## config.mk

```make
export PLATFORM = sky130hd
export DESIGN_NAME = rv_iopmp_entry_scan_ctrl
export DESIGN_NICKNAME = d
export VERILOG_FILES = /design/src/rtl/rv_iopmp_entry_scan_ctrl.sv
export SDC_FILE = /design/constraint.sdc
export NUM_CORES = 1
export LEC_CHECK = 0
export BUFFER_PORTS_ARGS = -buffer_cell sky130_fd_sc_hd__buf_2
export CORE_MARGIN = 3
export CORE_UTILIZATION = 32
export CTS_BUF_LIST = sky130_fd_sc_hd__clkbuf_8
export CTS_CLUSTER_DIAMETER = 80
export DETAILED_ROUTE_END_ITERATION = 6
export PLACE_DENSITY = 0.48
export SLEW_MARGIN = 20
export SYNTH_ARGS = -nofsm -noshare
export SYNTH_HDL_FRONTEND = slang
export SYNTH_SLANG_ARGS = --single-unit
```

## constraint.sdc

```tcl
create_clock -name clk_i -period 10.45 [get_ports clk_i]
set_input_delay 0.5225 -clock clk_i [delete_from_list [all_inputs] [get_ports clk_i]]
set_output_delay 0.5225 -clock clk_i [all_outputs]
set_load 0.05 [all_outputs]
```

## src/rtl/rv_iopmp_entry_scan_ctrl.sv

```systemverilog
// IOPMP sequential entry scanner: walks the MD entry range one entry per cycle
// and reports the lowest-indexed hit as an allow/deny response.
module rv_iopmp_entry_scan_ctrl #(
  parameter int NUM_ENTRY  = 16,
  parameter int LEN        = 32,
  parameter int ADDR_WIDTH = 64,
  parameter int DATA_WIDTH = 64,
  localparam int IDX_W = $clog2(NUM_ENTRY),
  localparam int BND_W = IDX_W + 1,
  localparam int NB_W  = $clog2(DATA_WIDTH/8) + 1
) (
  input  logic                  clk_i,
  input  logic                  rst_i,
  input  logic                  enable_i,
  input  logic                  req_valid_i,
  output logic                  req_ready_o,
  input  logic [ADDR_WIDTH-1:0] req_addr_i,
  input  logic [NB_W-1:0]       req_num_bytes_i,
  input  logic [2:0]            req_type_i,
  input  logic [BND_W-1:0]      req_entry_lo_i,
  input  logic [BND_W-1:0]      req_entry_hi_i,
  output logic [IDX_W-1:0]      entry_idx_o,
  input  logic [LEN-1:0]        entry_addr_i,
  input  logic [LEN-1:0]        entry_addrh_i,
  input  logic [1:0]            entry_mode_i,
  input  logic [2:0]            entry_perm_i,
  output logic                  rsp_valid_o,
  input  logic                  rsp_ready_i,
  output logic                  rsp_allow_o,
  output logic                  rsp_hit_o,
  output logic [IDX_W-1:0]      rsp_entry_idx_o,
  output logic [1:0]            rsp_err_o
);

  localparam logic [1:0] ERR_NONE     = 2'd0;
  localparam logic [1:0] ERR_NO_MATCH = 2'd1;
  localparam logic [1:0] ERR_PARTIAL  = 2'd2;
  localparam logic [1:0] ERR_PERM     = 2'd3;

  typedef enum logic [1:0] {IDLE, PREV, SCAN, RESP} state_t;

  state_t                  state_reg, state_next;
  logic [ADDR_WIDTH-1:0]   addr_reg, addr_next;
  logic [ADDR_WIDTH-1:0]   final_reg, final_next;
  logic [2:0]              type_reg, type_next;
  logic [BND_W-1:0]        hi_reg, hi_next;
  logic [IDX_W-1:0]        idx_reg, idx_next;
  logic [2*LEN-1:0]        prev_reg, prev_next;
  logic                    allow_reg, allow_next;
  logic                    hit_reg, hit_next;
  logic [IDX_W-1:0]        rsp_idx_reg, rsp_idx_next;
  logic [1:0]              err_reg, err_next;

  logic [BND_W-1:0]        hi_clamp;
  logic [2*LEN-1:0]        entry_word;
  logic                    an_match, an_partial, an_allow;
  logic                    last_idx;

  assign hi_clamp   = (req_entry_hi_i > BND_W'(NUM_ENTRY)) ? BND_W'(NUM_ENTRY) : req_entry_hi_i;
  assign entry_word = {entry_addrh_i, entry_addr_i};
  assign last_idx   = (BND_W'(idx_reg) == (hi_reg - BND_W'(1)));

  rv_iopmp_entry_analyzer #(
    .LEN        (LEN),
    .ADDR_WIDTH (ADDR_WIDTH)
  ) u_analyzer (
    .addr_i    (addr_reg),
    .final_i   (final_reg),
    .type_i    (type_reg),
    .prev_i    (prev_reg),
    .entry_i   (entry_word),
    .mode_i    (entry_mode_i),
    .perm_i    (entry_perm_i),
    .match_o   (an_match),
    .partial_o (an_partial),
    .allow_o   (an_allow)
  );

  always_comb begin
    state_next   = state_reg;
    addr_next    = addr_reg;
    final_next   = final_reg;
    type_next    = type_reg;
    hi_next      = hi_reg;
    idx_next     = idx_reg;
    prev_next    = prev_reg;
    allow_next   = allow_reg;
    hit_next     = hit_reg;
    rsp_idx_next = rsp_idx_reg;
    err_next     = err_reg;
    case (state_reg)
      IDLE: begin
        if (req_valid_i) begin
          addr_next    = req_addr_i;
          final_next   = req_addr_i + ADDR_WIDTH'(req_num_bytes_i) - ADDR_WIDTH'(1);
          type_next    = req_type_i;
          hi_next      = hi_clamp;
          idx_next     = req_entry_lo_i[IDX_W-1:0];
          prev_next    = '0;
          allow_next   = 1'b0;
          hit_next     = 1'b0;
          rsp_idx_next = '0;
          err_next     = ERR_NONE;
          if (!enable_i) begin
            state_next = RESP;
            allow_next = 1'b1;
          end else if (req_entry_lo_i >= hi_clamp) begin
            state_next = RESP;
            err_next   = ERR_NO_MATCH;
          end else if (req_entry_lo_i != '0) begin
            state_next = PREV;
          end else begin
            state_next = SCAN;
          end
        end
      end
      PREV: begin
        // Entry lo-1 supplies the lower TOR bound for entry lo.
        prev_next  = entry_word;
        state_next = SCAN;
      end
      SCAN: begin
        if (an_match) begin
          state_next   = RESP;
          hit_next     = 1'b1;
          rsp_idx_next = idx_reg;
          allow_next   = an_allow;
          err_next     = an_allow ? ERR_NONE : ERR_PERM;
        end else if (an_partial) begin
          state_next   = RESP;
          hit_next     = 1'b1;
          rsp_idx_next = idx_reg;
          allow_next   = 1'b0;
          err_next     = ERR_PARTIAL;
        end else if (last_idx) begin
          state_next   = RESP;
          allow_next   = 1'b0;
          err_next     = ERR_NO_MATCH;
        end else begin
          idx_next  = idx_reg + IDX_W'(1);
          prev_next = entry_word;
        end
      end
      RESP: begin
        if (rsp_ready_i) state_next = IDLE;
      end
      default: state_next = IDLE;
    endcase
  end

  always_ff @(posedge clk_i) begin
    if (rst_i) begin
      state_reg   <= IDLE;
      addr_reg    <= '0;
      final_reg   <= '0;
      type_reg    <= '0;
      hi_reg      <= '0;
      idx_reg     <= '0;
      prev_reg    <= '0;
      allow_reg   <= 1'b0;
      hit_reg     <= 1'b0;
      rsp_idx_reg <= '0;
      err_reg     <= '0;
    end else begin
      state_reg   <= state_next;
      addr_reg    <= addr_next;
      final_reg   <= final_next;
      type_reg    <= type_next;
      hi_reg      <= hi_next;
      idx_reg     <= idx_next;
      prev_reg    <= prev_next;
      allow_reg   <= allow_next;
      hit_reg     <= hit_next;
      rsp_idx_reg <= rsp_idx_next;
      err_reg     <= err_next;
    end
  end

  assign req_ready_o     = (state_reg == IDLE) && !rst_i;
  assign entry_idx_o     = (state_reg == PREV) ? (idx_reg - IDX_W'(1)) : idx_reg;
  assign rsp_valid_o     = (state_reg == RESP);
  assign rsp_allow_o     = allow_reg;
  assign rsp_hit_o       = hit_reg;
  assign rsp_entry_idx_o = rsp_idx_reg;
  assign rsp_err_o       = err_reg;

endmodule

// Single-entry address/permission checker. Entry addresses are word (>>2)
// encoded; the comparison width leaves headroom so region ends never wrap.
module rv_iopmp_entry_analyzer #(
  parameter int LEN        = 32,
  parameter int ADDR_WIDTH = 64
) (
  input  logic [ADDR_WIDTH-1:0] addr_i,
  input  logic [ADDR_WIDTH-1:0] final_i,
  input  logic [2:0]            type_i,
  input  logic [2*LEN-1:0]      prev_i,
  input  logic [2*LEN-1:0]      entry_i,
  input  logic [1:0]            mode_i,
  input  logic [2:0]            perm_i,
  output logic                  match_o,
  output logic                  partial_o,
  output logic                  allow_o
);

  localparam int EW = 2*LEN;
  localparam int CW = ((EW + 2 > ADDR_WIDTH) ? EW + 2 : ADDR_WIDTH) + 2;

  localparam logic [1:0] MODE_TOR   = 2'd1;
  localparam logic [1:0] MODE_NA4   = 2'd2;
  localparam logic [1:0] MODE_NAPOT = 2'd3;

  logic [CW-1:0] start_c, last_c, word_c, mask_c, base_c, end_c;
  logic          valid_c, inside_c, overlap_c;

  always_comb begin
    start_c = CW'(addr_i);
    last_c  = CW'(final_i);
    word_c  = CW'(entry_i);
    mask_c  = '0;
    base_c  = '0;
    end_c   = '0;
    valid_c = 1'b0;
    case (mode_i)
      MODE_TOR: begin
        base_c  = CW'(prev_i) << 2;
        end_c   = word_c << 2;
        valid_c = (prev_i < entry_i);
      end
      MODE_NA4: begin
        base_c  = word_c << 2;
        end_c   = (word_c << 2) + CW'(4);
        valid_c = 1'b1;
      end
      MODE_NAPOT: begin
        // Trailing ones plus the first zero form the region's word mask.
        mask_c  = word_c ^ (word_c + CW'(1));
        base_c  = (word_c & ~mask_c) << 2;
        end_c   = ((word_c & ~mask_c) + mask_c + CW'(1)) << 2;
        valid_c = 1'b1;
      end
      default: valid_c = 1'b0;
    endcase
    inside_c  = valid_c && (start_c >= base_c) && (last_c < end_c);
    overlap_c = valid_c && (start_c < end_c) && (last_c >= base_c);
  end

  assign match_o   = inside_c;
  assign partial_o = overlap_c && !inside_c;
  assign allow_o   = inside_c && ((type_i & ~perm_i) == 3'b000);

endmodule

```

Word-level counts from Yosys, hierarchy flattened
Index checks and enable logic that the tools add are counted.
{ "word_totals": {"register_bits": 214, "latchBits": 0, "ram_bits": 0, "rom_bits": 0, "inputBits": 155, "out_inout_bits": 14, "word_cells": 113, "mem_count": 0} }
{ "op_classes": {"addsub": 9, "n_mul": 0, "n_div": 0, "n_lt_le_gt_ge": 7, "eq_ne": 14, "shift": 0, "n_mux": 46, "n_bitwise": 5, "reduce_logical": 21} }
{ "op_table": {"columns": ["cell", "count"], "rows": [
  ["$pmux 68 s3", 2],
  ["$mux 64", 4],
  ["$pmux 64 s3", 1],
  ["$ge 64x68->1", 2],
  ["$lt 64x68->1", 2],
  ["$add 66x3->67 const B", 1],
  ["$add 66x1->66 const B", 1],
  ["$add 66x66->66", 1],
  ["$and 64x66->66", 1],
  ["$not 66->66", 1],
  ["$xor 64x66->66", 1],
  ["$add 64x1->65 const B", 1],
  ["$add 64x4->64", 1],
  ["$lt 64x64->1", 1],
  ["$sub 64x1->64 const B", 1],
  ["$mux 4", 8],
  ["$mux 2", 13],
  ["$pmux 4 s2", 2],
  ["$mux 1", 10],
  ["$reduce_and 5->1", 2],
  ["$reduce_and 3->1", 3],
  ["$eq 2x2->1 const B", 4],
  ["$ne 2x2->1 const B", 4],
  ["$pmux 2 s4", 1],
  ["other kinds (24)", 34]
]} }

Depth between registers and ports, before layout
{ "logic_depth": {"ltp_word": 14, "ltp_mapped": 38, "depth_no_buf": 35} }

Modules after synthesis
A second synthesis with hierarchy kept.
{ "unflattened": {"cells_unflattened": 3790, "area_unflattened_um2": 27555.2} }
{ "modules_own_cells": {"columns": ["module", "instances", "cells_each", "area_each_um2"], "rows": [
  ["rv_iopmp_entry_analyzer", 1, 2161, 15591.2],
  ["rv_iopmp_entry_scan_ctrl", 1, 1629, 11964.0]
]} }

Worst setup path before layout
Ideal clock, no wire load.
{ "synth_path": {"path_type": "in2reg", "startpoint": "in entry_addr_i[6]", "endpoint": "reg prev_reg[15]", "setup_ns": 0.132, "arrival_ns": 7.417, "t_required_ns": 10.318, "setup_slack_ns": 2.900, "path_stages": 34, "n_path_buf": 3, "path_cell_list": "clkbuf_1 > nand3_1 > nor3_1 > nand2_1 > or3_1 > nor2_1 > nand3_1 > nor2_1 > nand2_1 > or3_1 > or4_1 > ha_1 > nor3_1 > nand2_1 > nor4b_1 > nand3_1 > o211ai_1 > nor2_1 > o21bai_1 > xor2_1 > a21oi_1 > a22oi_1 > ha_1 > nand4_1 > or3_1 > a2111o_1 > a31oi_1 > nor3_1 > o21ai_0 > a31oi_1 > buf_2 > buf_6 > o21ai_0 > a21oi_1"} }
{ "synth_via": {"elab_chain_cells": 13, "elab_cells_between_ends": 24} }
{ "synth_lines": {"columns": ["element", "line_no", "rtl"], "rows": [
  ["from (decl)", "23", "input logic [LEN-1:0] entry_addr_i,"],
  ["$add 64x1->65", "238", "mask_c = word_c ^ (word_c + CW'(1));"],
  ["$xor 64x66->66", "238", null],
  ["$not 66->66", "239, 240", null],
  ["$and 64x66->66", "239, 240", null],
  ["$add 66x66->66", "240", "end_c = ((word_c & ~mask_c) + mask_c + CW'(1)) << 2;"],
  ["$add 66x1->66", "240", null],
  ["$pmux 68 s3", "225", "case (mode_i)"],
  ["$lt 64x68->1, on equally long branches", "246, 245", null],
  ["$logic_and 1x1->1, on equally long branches", "246, 245", null],
  ["$logic_and 1x1->1 or $logic_not 1->1 (tied branches)", "246, 250", null],
  ["$logic_and 1x1->1", "250", "assign partial_o = overlap_c && !inside_c;"],
  ["$ne 2x2->1 (no line)", null, null],
  ["$reduce_and 5->1 (no line) *", null, null],
  ["to (signal assigned)", "171", "prev_reg <= prev_next;"],
  ["to (decl)", "48", "logic [2*LEN-1:0] prev_reg, prev_next;"]
]} }
Mark *: on every way between the ends. The rest lies on a longest branch, timed or not.
A chain may end at the register's enable or synchronous reset.

Worst setup path in the final report
{ "layout_path": {"startpoint": "in entry_addr_i[6]", "endpoint": "reg prev_reg[42]"} }
Same word-level chain as after synthesis.

==> impl_metrics.py <==
metrics = {
    "outcome": {
        "outcome": "complete, but fails checks",
        "violations": "design-rule violations",
    },
    "floorplanning": {
        "placementRows": 107,
        "dieArea_mm2": 0.0898,
        "die_h_um": 300,
        "initial_utilization_pct": 32.3,
        "pin_count": 169,
        "dieWidth_um": 300,
        "coreArea_mm2": 0.0854,
    },
    "min_path": {
        "min_path_type": "in -> reg",
        "min_path_cells": 3,
        "min-delay-start": "req_type_i[1]",
        "whs_endpoint": "type_reg[1]$_SDFFE_PP0P_",
    },
    "sta": {
        "period_share_pct": 90.8,
        "worstMarginPinSlew_ns": 1.08,
        "finalWorstPathRequiredPeriod_ns": 9.49,
        "holdWs_ns": 0.150,
        "fmax_mhz": 105,
        "rsz0062_at_grt": "no",
        "hold_violations": 0,
        "setup_slack_ns": 0.960,
        "tns_ns": 0,
        "skew_ns": 0.0678,
        "slew_headroom_pct": 27.9,
        "finalMaxSlewViolations": 0,
        "setup_viol": 0,
    },
    "clock_tree": {
        "cts_resized": 0,
        "numCtsBuffers": 46,
        "clkLatencyLatePin_ns": 0.65,
        "cts_tree": "yes",
        "cts_max_level": 2,
        "clockBufferDepth": 3,
        "hold_buffers": 0,
        "clk_pin_slew_worst_paths_ns": 0.06,
        "cts_setup_buffers": 0,
        "root_buffer": "clkbuf_8",
        "cts.sinks": 214,
    },
    "global_routing": {
        "antenna_found_initial": 16,
        "grt_pass1_wl_um": 159000,
        "use_met1_pct": 34.6,
        "grt_pass1_vias": 26016,
        "met2_usage_pct": 32.9,
        "top_usage_layer": "met1",
        "grtUsageMet3_pct": 2.63,
        "grt_use_total_pct": 22.5,
        "grt.overflow.total": 0,
        "grt_max_degree": 93,
    },
    "finish": {
        "fin_util_pct": 35.4,
        "layout-drive-gt1-share_pct": 9.58,
        "regArea_mm2": 0.00428,
        "nFillCells": 9328,
        "fin_area_mm2": 0.0303,
        "areaGrowthSynthToFinish_pct": 9.64,
        "multi_input_area_mm2": 0.0217,
        "layout.nets": 4396,
    },
    "power": {
        "power.leakage_nw": 13.7,
        "powerDensity_mw_per_mm2": 155,
        "ir_drop_mv": 0.236,
    },
    "critical_path": {
        "required_ns": 11.01,
        "slowest_stage": "nor4b_1",
        "r2r_slack_ns": 4.94,
        "slowest_delay_ns": 0.61,
        "rr_endpoint": "prev_reg[42]$_SDFFE_PP0P_",
        "arrival_ns": 10.05,
        "reg2reg_from": "prev_reg[1]$_SDFFE_PP0P_",
        "end_kind": "register",
        "r2r_cells": 17,
        "path_max_fanout": 36,
        "crit_path_start_kind": "input pin",
        "criticalPathCategory": "in -> reg",
    },
    "synth": {
        "yosysMostFrequentCell": "ha_1",
        "synth_top_area_share_pct": 23.3,
        "postSynthCellCount": 3674,
        "synth_top_cell_by_area": "ha_1",
        "ys_seq_area_share_pct": 15.5,
        "yosys-top-cells-count": "ha_1 (515), a21oi_1 (415), nand2_1 (406)",
        "ys_warn_count": 0,
        "synth_nets": 4345,
        "syn_area_mm2": 0.0276,
        "ys_ff_latch": 214,
        "synth.area.top_cells": "ha_1 (23%), dfxtp_1 (16%), a21oi_1 (7.5%), nand2_1 (5.5%), a21o_1 (3.9%)",
        "postSynth.asyncResetShare_pct": 0,
        "avgSynthCellArea_um2": 7.51,
        "synth_edf_count": 0,
        "synth-main-ff-cell": "dfxtp_1",
        "synth_cell_types": 84,
    },
    "placed_design": {
        "post-place-ws_ns": 0.495,
        "gp_congestion": 0.932,
        "dpl_cell_area_mm2": 0.0294,
        "portBuffers": 168,
        "dp.final_hpwl_um": 83900,
    },
    "drt": {
        "route.detailed.drc": 1,
        "first_iter_violations": 2094,
        "wire_per_inst_um": 21.4,
        "vias": 27554,
        "viasPerCell": 5.61,
        "drtPass1Iterations": 7,
        "final_antenna_net_count": 0,
        "routed_wl_um": 105000,
    },
    "flow_run": {
        "cap_violations": 0,
    },
}
==> kinds of logic after synthesis <==
kind of cell               count (synthesis)  synth area share [%]
and+or+nand+nor                         1095                  19.1
buffers and inverters                    417                  5.94
AOI/OAI and AO/OA                       1181                  27.5
xor gates and xnor gates                 181                  5.74
muxes                                     70                  2.82
adders and majority gates                516                  23.4
DFF                                      214                  15.5
==> power breakdown <==
part           total, mW  switching, mW  internal [mW]
sequential          1.22          0.216           1.01
clock              0.901          0.431          0.470
combinational       2.58           1.64          0.939
total               4.70           2.29           2.41
==> cell type report <==
cell class	count	area share, %
repair buffers	192	3.51
flip-flops and latches	214	14.2
inverters	228	2.83
well taps	1144	4.73
clock inverters	25	0.438
multi-input cells	3043	71.8
clock buffers	54	2.46
diodes	11	0.0909
==> critical path, delay by kind of cell <==
| kind | cells | cell delay (ns) |
|---|---|---|
| AO/OA/AOI/OAI | 9 | 2.27 |
| XOR/XNOR | 1 | 0.21 |
| buffers and inverters | 3 | 0.71 |
| AND/OR/NAND/NOR | 19 | 5.75 |
| adder cells (fa/ha/maj) | 2 | 0.56 |
==> cell usage in the layout (no fill, tap or decap), types with 83 or more instances in the layout <==
cell type / synthesis / layout
buf_2: 5 / 165
dfxtp_1: 214 / 214
nor2_1: 211 / 210
ha_1: 515 / 514
a22oi_1: 122 / 122
o21ai_0: 197 / 197
inv_1: 226 / 240
a21oi_1: 415 / 415
nand2_1: 406 / 405
xor2_1: 98 / 98
nand4_1: 147 / 147
a21o_1: 144 / 144
xnor2_1: 83 / 83
==> layer usage <==
metal | share of wire (%) | wire length (um)
met5 | 0 | 0
met3 | 5.1 | 5370
met1 | 51 | 54100
met2 | 41 | 43300
met4 | 2.3 | 2440
==> through the flow <==
stage          power (mW)  std cells
2_1_floorplan        2.96       3674
4_1_cts              4.72       4900
5_1_grt              5.09       4910
3_5_place_dp         3.79       4821
6_report             4.70       4911
3_3_place_gp         3.78       4821
==> how the worst max path moves through the flow <==
stage | from | to | slack [ns] | cells after the start
floorplan | entry_addr_i[6] | prev_reg[15]$_SDFFE_PP0P_ | 2.90 | 34
global placement | entry_addr_i[6] | prev_reg[30]$_SDFFE_PP0P_ | 0.52 | 34
detailed placement | entry_addr_i[6] | prev_reg[42]$_SDFFE_PP0P_ | 0.49 | 34
CTS | entry_addr_i[6] | prev_reg[42]$_SDFFE_PP0P_ | 1.16 | 34
global route | entry_addr_i[6] | prev_reg[48]$_SDFFE_PP0P_ | 0.22 | 34
finish | entry_addr_i[6] | prev_reg[42]$_SDFFE_PP0P_ | 0.96 | 34
Power figures use the tool's default switching activity.
